--- config.mk ---
export PLATFORM = sky130hd
export DESIGN_NAME = natv_timer
export DESIGN_NICKNAME = d
export VERILOG_FILES = /design/src/rtl/natv_timer.sv
export SDC_FILE = /design/constraint.sdc
export NUM_CORES = 1
export LEC_CHECK = 0
export ABC_AREA = 1
export CAP_MARGIN = 10
export CORE_MARGIN = 2
export CORE_UTILIZATION = 60
export CTS_BUF_LIST = sky130_fd_sc_hd__clkbuf_16
export CTS_CLUSTER_SIZE = 14
export DETAILED_ROUTE_END_ITERATION = 7
export GPL_TIMING_DRIVEN = 0
export HOLD_SLACK_MARGIN = 0.08
export PLACE_DENSITY = 0.92
export SLEW_MARGIN = 0
export SYNTH_ARGS = -nofsm -noshare
export SYNTH_HDL_FRONTEND = slang
export SYNTH_SLANG_ARGS = --single-unit
--- constraint.sdc ---
create_clock -name clk_i -period 9.3 [get_ports clk_i]
set_clock_uncertainty 0.15 [all_clocks]
set_input_delay 1.395 -clock clk_i [delete_from_list [all_inputs] [get_ports clk_i]]
set_output_delay 1.395 -clock clk_i [all_outputs]
set_load 0.005 [all_outputs]
--- src/rtl/natv_timer.sv ---
// Native-IP bus timer: prescaled 32-bit up-counter with compare, sticky
// overflow flag and a registered level interrupt.
module natv_timer #(
    parameter int unsigned PSC_WIDTH    = 16,
    parameter int unsigned REG_ADDR_LSB = 2
) (
    input  logic        clk_i,
    input  logic        rst_i,
    input  logic        valid_i,
    input  logic [31:0] addr_i,
    input  logic [31:0] wdata_i,
    input  logic [3:0]  wstrb_i,
    output logic [31:0] rdata_o,
    output logic        ready_o,
    output logic        irq_o
);

    typedef enum logic [2:0] {
        REG_CTRL = 3'd0,
        REG_PSC  = 3'd1,
        REG_CMP  = 3'd2,
        REG_CNT  = 3'd3,
        REG_STAT = 3'd4
    } reg_idx_e;

    logic                 en_q, ie_q, oneshot_q, ovf_q;
    logic [PSC_WIDTH-1:0] psc_q, pcnt_q;
    logic [31:0]          cmp_q, cnt_q, rdata_q;
    logic                 ready_q, irq_q;

    logic                 en_d, ie_d, oneshot_d, ovf_d;
    logic [PSC_WIDTH-1:0] psc_d, pcnt_d;
    logic [31:0]          cmp_d, cnt_d, rdata_d;

    reg_idx_e    reg_sel;
    logic        accept, wr_en, rd_en;
    logic        wr_ctrl, wr_psc, wr_cmp, wr_cnt, wr_stat;
    logic        tick, cmp_hit, ovf_set;
    logic [31:0] psc_ext, ctrl_cur, ctrl_merged, psc_merged, read_val;
    logic        unused_bits;

    function automatic logic [31:0] byte_merge(input logic [31:0] old_val,
                                               input logic [31:0] new_val,
                                               input logic [3:0]  strb);
        logic [31:0] res;
        res = old_val;
        for (int unsigned b = 0; b < 4; b++) begin
            if (strb[b]) res[8*b +: 8] = new_val[8*b +: 8];
        end
        return res;
    endfunction

    always_comb begin
        reg_sel = reg_idx_e'(addr_i[REG_ADDR_LSB +: 3]);
        accept  = valid_i & ~ready_q;
        wr_en   = accept & (|wstrb_i);
        rd_en   = accept & ~(|wstrb_i);
        wr_ctrl = wr_en & (reg_sel == REG_CTRL);
        wr_psc  = wr_en & (reg_sel == REG_PSC);
        wr_cmp  = wr_en & (reg_sel == REG_CMP);
        wr_cnt  = wr_en & (reg_sel == REG_CNT);
        wr_stat = wr_en & (reg_sel == REG_STAT);
    end

    always_comb begin
        tick    = en_q & (pcnt_q == psc_q);
        cmp_hit = tick & (cnt_q == cmp_q);
        // A bus write to CNT swallows the whole tick, overflow side effects included.
        ovf_set = cmp_hit & ~wr_cnt;
        if (wr_ctrl | wr_psc | ~en_q | tick) begin
            pcnt_d = '0;
        end else begin
            pcnt_d = pcnt_q + PSC_WIDTH'(1);
        end
    end

    always_comb begin
        psc_ext                = '0;
        psc_ext[PSC_WIDTH-1:0] = psc_q;
        // Bus CTRL bytes merge over the post-one-shot value so the bus write wins.
        ctrl_cur    = {29'd0, oneshot_q, ie_q, en_q & ~(ovf_set & oneshot_q)};
        ctrl_merged = byte_merge(ctrl_cur, wdata_i, wstrb_i);
        psc_merged  = byte_merge(psc_ext, wdata_i, wstrb_i);

        {oneshot_d, ie_d, en_d} = wr_ctrl ? ctrl_merged[2:0] : ctrl_cur[2:0];
        psc_d = wr_psc ? psc_merged[PSC_WIDTH-1:0] : psc_q;
        cmp_d = wr_cmp ? byte_merge(cmp_q, wdata_i, wstrb_i) : cmp_q;

        if (wr_cnt) begin
            cnt_d = byte_merge(cnt_q, wdata_i, wstrb_i);
        end else if (tick) begin
            cnt_d = cmp_hit ? '0 : cnt_q + 32'd1;
        end else begin
            cnt_d = cnt_q;
        end

        if (ovf_set) begin
            ovf_d = 1'b1;
        end else if (wr_stat & wstrb_i[0] & wdata_i[0]) begin
            ovf_d = 1'b0;
        end else begin
            ovf_d = ovf_q;
        end
    end

    always_comb begin
        read_val = '0;
        case (reg_sel)
            REG_CTRL: read_val = {29'd0, oneshot_q, ie_q, en_q};
            REG_PSC:  read_val = psc_ext;
            REG_CMP:  read_val = cmp_q;
            REG_CNT:  read_val = cnt_q;
            REG_STAT: read_val = {31'd0, ovf_q};
            default:  read_val = '0;
        endcase
        rdata_d = rd_en ? read_val : '0;
    end

    always_ff @(posedge clk_i or posedge rst_i) begin
        if (rst_i) begin
            en_q      <= 1'b0;
            ie_q      <= 1'b0;
            oneshot_q <= 1'b0;
            ovf_q     <= 1'b0;
            psc_q     <= '0;
            pcnt_q    <= '0;
            cmp_q     <= '0;
            cnt_q     <= '0;
            rdata_q   <= '0;
            ready_q   <= 1'b0;
            irq_q     <= 1'b0;
        end else begin
            en_q      <= en_d;
            ie_q      <= ie_d;
            oneshot_q <= oneshot_d;
            ovf_q     <= ovf_d;
            psc_q     <= psc_d;
            pcnt_q    <= pcnt_d;
            cmp_q     <= cmp_d;
            cnt_q     <= cnt_d;
            rdata_q   <= rdata_d;
            ready_q   <= accept;
            irq_q     <= ovf_q & ie_q;
        end
    end

    assign rdata_o     = rdata_q;
    assign ready_o     = ready_q;
    assign irq_o       = irq_q;
    assign unused_bits = ^{addr_i, ctrl_merged[31:3], psc_merged};

endmodule

==> results.yml, run 1 <==
timing:
  fin_crit_ps: 3570
  worst_slew_pin_slew_ps: 780
  timing.fmax_mhz: 280
  finalSetupTns_ps: 0
  slew_violations: 0
  setup_viol_count_final: 0
  finalHoldViolations: 0
  post-route-period-util: 0.383
  relSlewSlack: 0.480
  rsz0062_at_grt: "no"
synth:
  ys_ff_latch: 134
  syn-num-nets: 1178
  synth_edf_count: 0
  synth_ff_type: "dfrtp_1"
  yosys_warnings: 0
  synthCells: 1105
  synth.distinct_cells: 41
  syn_avg_cell_area_um2: 7.12
  ys_seq_area_frac: 0.426
  synth_area_um2: 7870
  yosys.area.top_type: "dfrtp_1"
  synth.area.top_cells: "dfrtp_1 (43%), nand2_1 (15%), nor2_1 (7.6%)"
  synth_largest_type_area_fraction: 0.426
  synthArstFlopShare: 1.00
detailed_routing:
  drc: 0
  wl_um: 25100
  ant_nets: 0
  dr.pass1.iters: 6
  num_vias: 8071
  wire_per_inst_um: 18.1
  via_per_inst: 5.83
  drt_iter0_drc: 1084
grt:
  grt_pass1_vias: 7641
  grt_start_max_net_pins: 100
  grt_pass1_wl_um: 39700
  antenna_found_initial: 0
  overflow: 0
  grt_usage: 0.364
power_and_ir_drop:
  p_comb_frac: 0.328
  p_seq_frac: 0.362
  peakVddDrop_uv: 186
  switching_share: 0.380
  power.density_nw_per_um2: 247
  total_power_w: 0.00234
  intPower_w: 0.00145
  p_leak_nw: 4.71
  p_switching_w: 0.000891
  clkPwrFrac: 0.310
worst_hold_path:
  hp-class: "reg -> reg"
  whs_path_depth: 1
clock_network:
  clk_pin_slew_worst_paths_ps: 60
  cts_tree: "built"
  cts_hold_buffers: 0
  cts.htree.levels: 4
  cts_buffers: 17
  clkLatencyLatePin_ps: 440
  cts.path.max_buffers: 2
  cts-root-buf: "clkbuf_16"
  numClockSinks: 134
  post-cts-setup-buffers: 0
  cts_resized: 0
place:
  place_inst: 1353
  hpwl_um: 18100
  place_congestion: 1.02
  portBuffers: 75
die:
  chipHeight_um: 119
  ios: 105
  die_w_um: 119
  dieArea_um2: 14100
  num_rows: 41
  core-area_um2: 12700
  start_util: 0.619
critical_path:
  worstPathArrival_ps: 3720
  cp.required_ps: 9460
  worstSetupPathType: "in -> reg"
  path_max_fanout: 10
  worstSetupEndpointType: "flip-flop"
  cp-start-kind: "input port"
  reg2regPathDepth: 9
cells_and_area:
  multi_input_area_um2: 3790
  fill_cells: 993
  syn_to_final_growth_pct: 20.5
  fin_cells: 1385
  antennaDiodeCount: 0
  num-nets-final: 1273
  drive_above_1_share: 0.0849
  ff_latch_area_um2: 3350
flow_run:
  maxCapViolations: 0
run_status:
  status: "finished clean"
## routing by layer
layer / vias up / track usage / part of all wire
li1: 3691 / - / -
met1: 3801 / 0.502 / 0.41
met2: 500 / 0.555 / 0.46
met3: 79 / 0.0864 / 0.11
met4: 0 / 0.146 / 0.029
met5: - / 0 / 0
## critical path: stages
cell and delay, ps:
clkdlybuf4s50_1 550, nor3_4 490, inv_2 230, nor2_2 310, nand2_1 290, buf_2 280, nor2_1 110, a21oi_1 60
## worst paths after layout
check / startpoint / slack, ps / end
worst max-delay path: addr_i[4] / 5730 / cmp_q[25]
worst min-delay path: ready_o / 360 / ready_o
worst max register to register: cnt_q[1] / 7010 / cnt_q[20]
worst min register to register: ready_o / 360 / ready_o
max in group asynchronous: rst_i / 7000 / cmp_q[30]
min in group asynchronous: rst_i / 1180 / cmp_q[28]
## power groups by stage
stage / registers, W / clock network, W / logic [W]
floorplan: 0.000809 / 0 / 0.000565
global placement: 0.000843 / 0 / 0.000709
detailed placement: 0.000847 / 0 / 0.000737
CTS: 0.000841 / 0.000722 / 0.000751
global route: 0.000863 / 0.000753 / 0.000858
finish: 0.000849 / 0.000725 / 0.000768
## state kept, by name (all words and copies together), names as in the netlist
name,count
ready_o,1
en_q,1
ovf_q,1
psc_q,16
ie_q,1
irq_o,1
cnt_q,32
cmp_q,32
rdata_o,32
pcnt_q,16
oneshot_q,1
## metrics by stage
stage / setup slack (ps) / hold slack (ps) / utilization / cell area (um2)
final: 5730 / 364 / 0.746 / 9490
after global routing: 5700 / 379 / 0.746 / 9490
after CTS: 5870 / 361 / 0.746 / 9490
after detailed placement: 5440 / 347 / 0.697 / 8870
after global placement: 2370 / 341 / 0.695 / 8840
after floorplan: 4170 / 286 / - / 7870
## area by class of cell
type                    count  area share
plain buffers              36      0.0202
clock buffers              17      0.0448
clock inverters            15      0.0204
inverters                 142      0.0568
multi-input cells         793       0.400
flip-flops and latches    134       0.353
well taps                 172      0.0227
repair buffers             76      0.0820
## cell families (layout without fill, tap and decap cells)
group,Yosys count,after routing,synth area share
AOI/OAI and AO/OA,169,169,0.118
xor gates and xnor gates,26,26,0.0289
adders and majority gates,2,2,0.00318
buffers and inverters,178,286,0.0922
DFF,134,134,0.426
muxes,1,1,0.00143
and+or+nand+nor,595,595,0.331
## cell usage after synthesis (2+ instances only)
master,n
o22ai_1,11
buf_1,2
inv_1,134
o21ai_1,7
nor2_4,5
xnor2_1,2
and2_1,2
dfrtp_1,134
clkbuf_2,2
clkbuf_1,9
nor3_1,16
buf_6,4
nor4_1,2
nand2_1,307
nand3_2,6
nor3_2,2
a211oi_1,2
a31oi_1,5
nor3_4,2
nand3b_1,13
ha_1,2
nand4_1,8
nand3_1,44
nor3b_1,3
xor2_1,24
buf_2,19
nor2_2,9
a21oi_1,66
o21ai_0,58
nand2_2,14
inv_2,7
a22oi_1,17
nor2_1,159
## placed cells by master, fill, tap and decap left out, types with 8 or more instances in the layout
cell and instances:
a21oi_1 66, a22oi_1 17, buf_2 19, clkbuf_1 9, clkbuf_16 17, clkdlybuf4s50_1 75
dfrtp_1 134, inv_1 136, nand2_1 307, nand2_2 14, nand3_1 44, nand3b_1 13
nand4_1 8, nor2_1 159, nor2_2 9, nor3_1 16, o21ai_0 58, o22ai_1 11
xor2_1 24
Note: power is estimated with default switching activity, not from simulation.
==> run 2, diff against run 1 <==
- CORE_UTILIZATION: 60 -> 51
- PLACE_DENSITY: 0.92 -> 0.84
- clock period: 9.3 -> 3 ns (I/O delays scaled with it)
==> run 2 against run 1 <==
Effect of this change: die area grew 17%; cell count grew 1.3%; clock power grew to 3.4 times the previous value; sequential power grew to 3.1 times the previous value; via count shrank 2.1%; power grew to 3.2 times the previous value; combinational power grew to 3.1 times the previous value; cell area grew 1.2%; critical endpoint is now cmp_q[17].
==> results.yml, run 2 (synthesized netlist as in run 1, its figures left out) <==
grt:
  overflow: 0
  grt_pass1_wl_um: 37500
  grt_pass1_vias: 7206
  grt_start_max_net_pins: 45
  grt_usage: 0.295
  antenna_found_initial: 0
die:
  ios: 105
  die_w_um: 128
  num_rows: 45
  start_util: 0.520
  chipHeight_um: 128
  dieArea_um2: 16400
  core-area_um2: 15100
cells_and_area:
  syn_to_final_growth_pct: 22.0
  drive_above_1_share: 0.0897
  post-route-util: 0.634
  final_cell_mix: "nand2_1 (307), nor2_1 (159), inv_1 (135)"
  num-nets-final: 1275
  final_common_cell: "nand2_1"
  antennaDiodeCount: 0
detailed_routing:
  drc: 0
  wire_per_inst_um: 17.0
  drt_iter0_drc: 996
  wl_um: 23900
  dr.pass1.iters: 6
  num_vias: 7898
  ant_nets: 0
  via_per_inst: 5.63
critical_path:
  cp-start-kind: "input port"
  path_buf_inv: 3
  path_cells: "clkdlybuf4s50_1, nor3_4, inv_2, nor2_2, nand2_1, buf_2, a21oi_1"
  worstSetupPathType: "in -> reg"
  cp.required_ps: 3200
  worstPathArrival_ps: 2770
  path_max_fanout: 10
  worstSetupEndpointType: "flip-flop"
  cp_slowest_cell: "clkdlybuf4s50_1"
  crit_family: "buffers and inverters"
  slowest_delay_ps: 560
place:
  portBuffers: 75
  pre_cts_ws_ps: 121
  hpwl_um: 17800
  place_congestion: 1.01
clock_network:
  cts.htree.levels: 4
  cts_buffers: 17
  numClockSinks: 134
  cts-root-buf: "clkbuf_16"
  cts.path.max_buffers: 2
  clkLatencyLatePin_ps: 430
  clk_pin_slew_worst_paths_ps: 60
  post-cts-setup-buffers: 0
  cts_hold_buffers: 0
  cts_tree: "built"
  cts_resized: 0
run_status:
  status: "finished clean"
timing:
  setup_viol_count_final: 0
  finalHoldViolations: 0
  timing.final.ws_setup_ps: 427
  slew_violations: 0
  relSlewSlack: 0.499
  finalSetupTns_ps: 0
  fin_crit_ps: 2570
  holdWs_ps: 264
  worst_slew_pin_slew_ps: 751
  rsz0062_at_grt: "no"
  post-route-period-util: 0.858
  timing.fmax_mhz: 389
power_and_ir_drop:
  power.density_nw_per_um2: 772
  peakVddDrop_uv: 491
  p_leak_nw: 4.74
  total_power_w: 0.00742
flow_run:
  maxCapViolations: 0
worst_hold_path:
  hp-class: "in -> async"
[run 2: cell types whose count changed in the layout (fill, tap and decap cells not counted), sizes merged]
cell / delta
inv: -1
bufinv: +2
clkinvlp: +2
buf: +2
clkinv: -3
[run 2: path summary, 6_finish.rpt]
kind	from	to	slack, ps	cells after the start
worst max-delay path	addr_i[4]	cmp_q[17]	430	7
worst min-delay path	rst_i	rdata_o[25]	260	2
worst max register to register	cnt_q[18]	cnt_q[31]	770	12
worst min register to register	ready_o	ready_o	340	1
max in group asynchronous	rst_i	pcnt_q[10]	1610	4
min in group clk_i	ready_o	ready_o	340	1
[run 2: through the flow]
step,cell area [um2],cells
finish,9610,1403
global route,9610,1403
CTS,9610,1403
detailed placement,8920,1371
global placement,8860,1368
floorplan,7880,1105
[run 2: routing by layer]
metal / track usage / vias to the layer above / wire length [um]
li1: - / 3699 / -
met1: 0.435 / 3727 / 10500
met2: 0.444 / 414 / 10700
met3: 0.0463 / 58 / 2080
met4: 0.101 / 0 / 670
met5: 0 / - / 0
[run 2: layout make-up]
type | instances | area, um2
buffer | 36 | 191
timing repair buffer | 78 | 811
clock buffer | 17 | 425
tap | 188 | 235
fill | 1274 | 5540
multi-input combinational | 793 | 3790
sequential | 134 | 3350
inverter | 142 | 538
clock inverter | 15 | 259
[run 2: worst register-to-register path, delay by kind of cell, from the launching register on]
kind | cells | cell delay, ps
DFF | 1 | 420
AOI/OAI and AO/OA | 1 | 90
buffers and inverters | 2 | 350
and+or+nand+nor | 9 | 1090
[run 2: power by group]
part	internal, W	switching (W)
combinational	0.000873	0.00147
clock	0.00163	0.000816
sequential	0.00218	0.000440
total	0.00469	0.00273
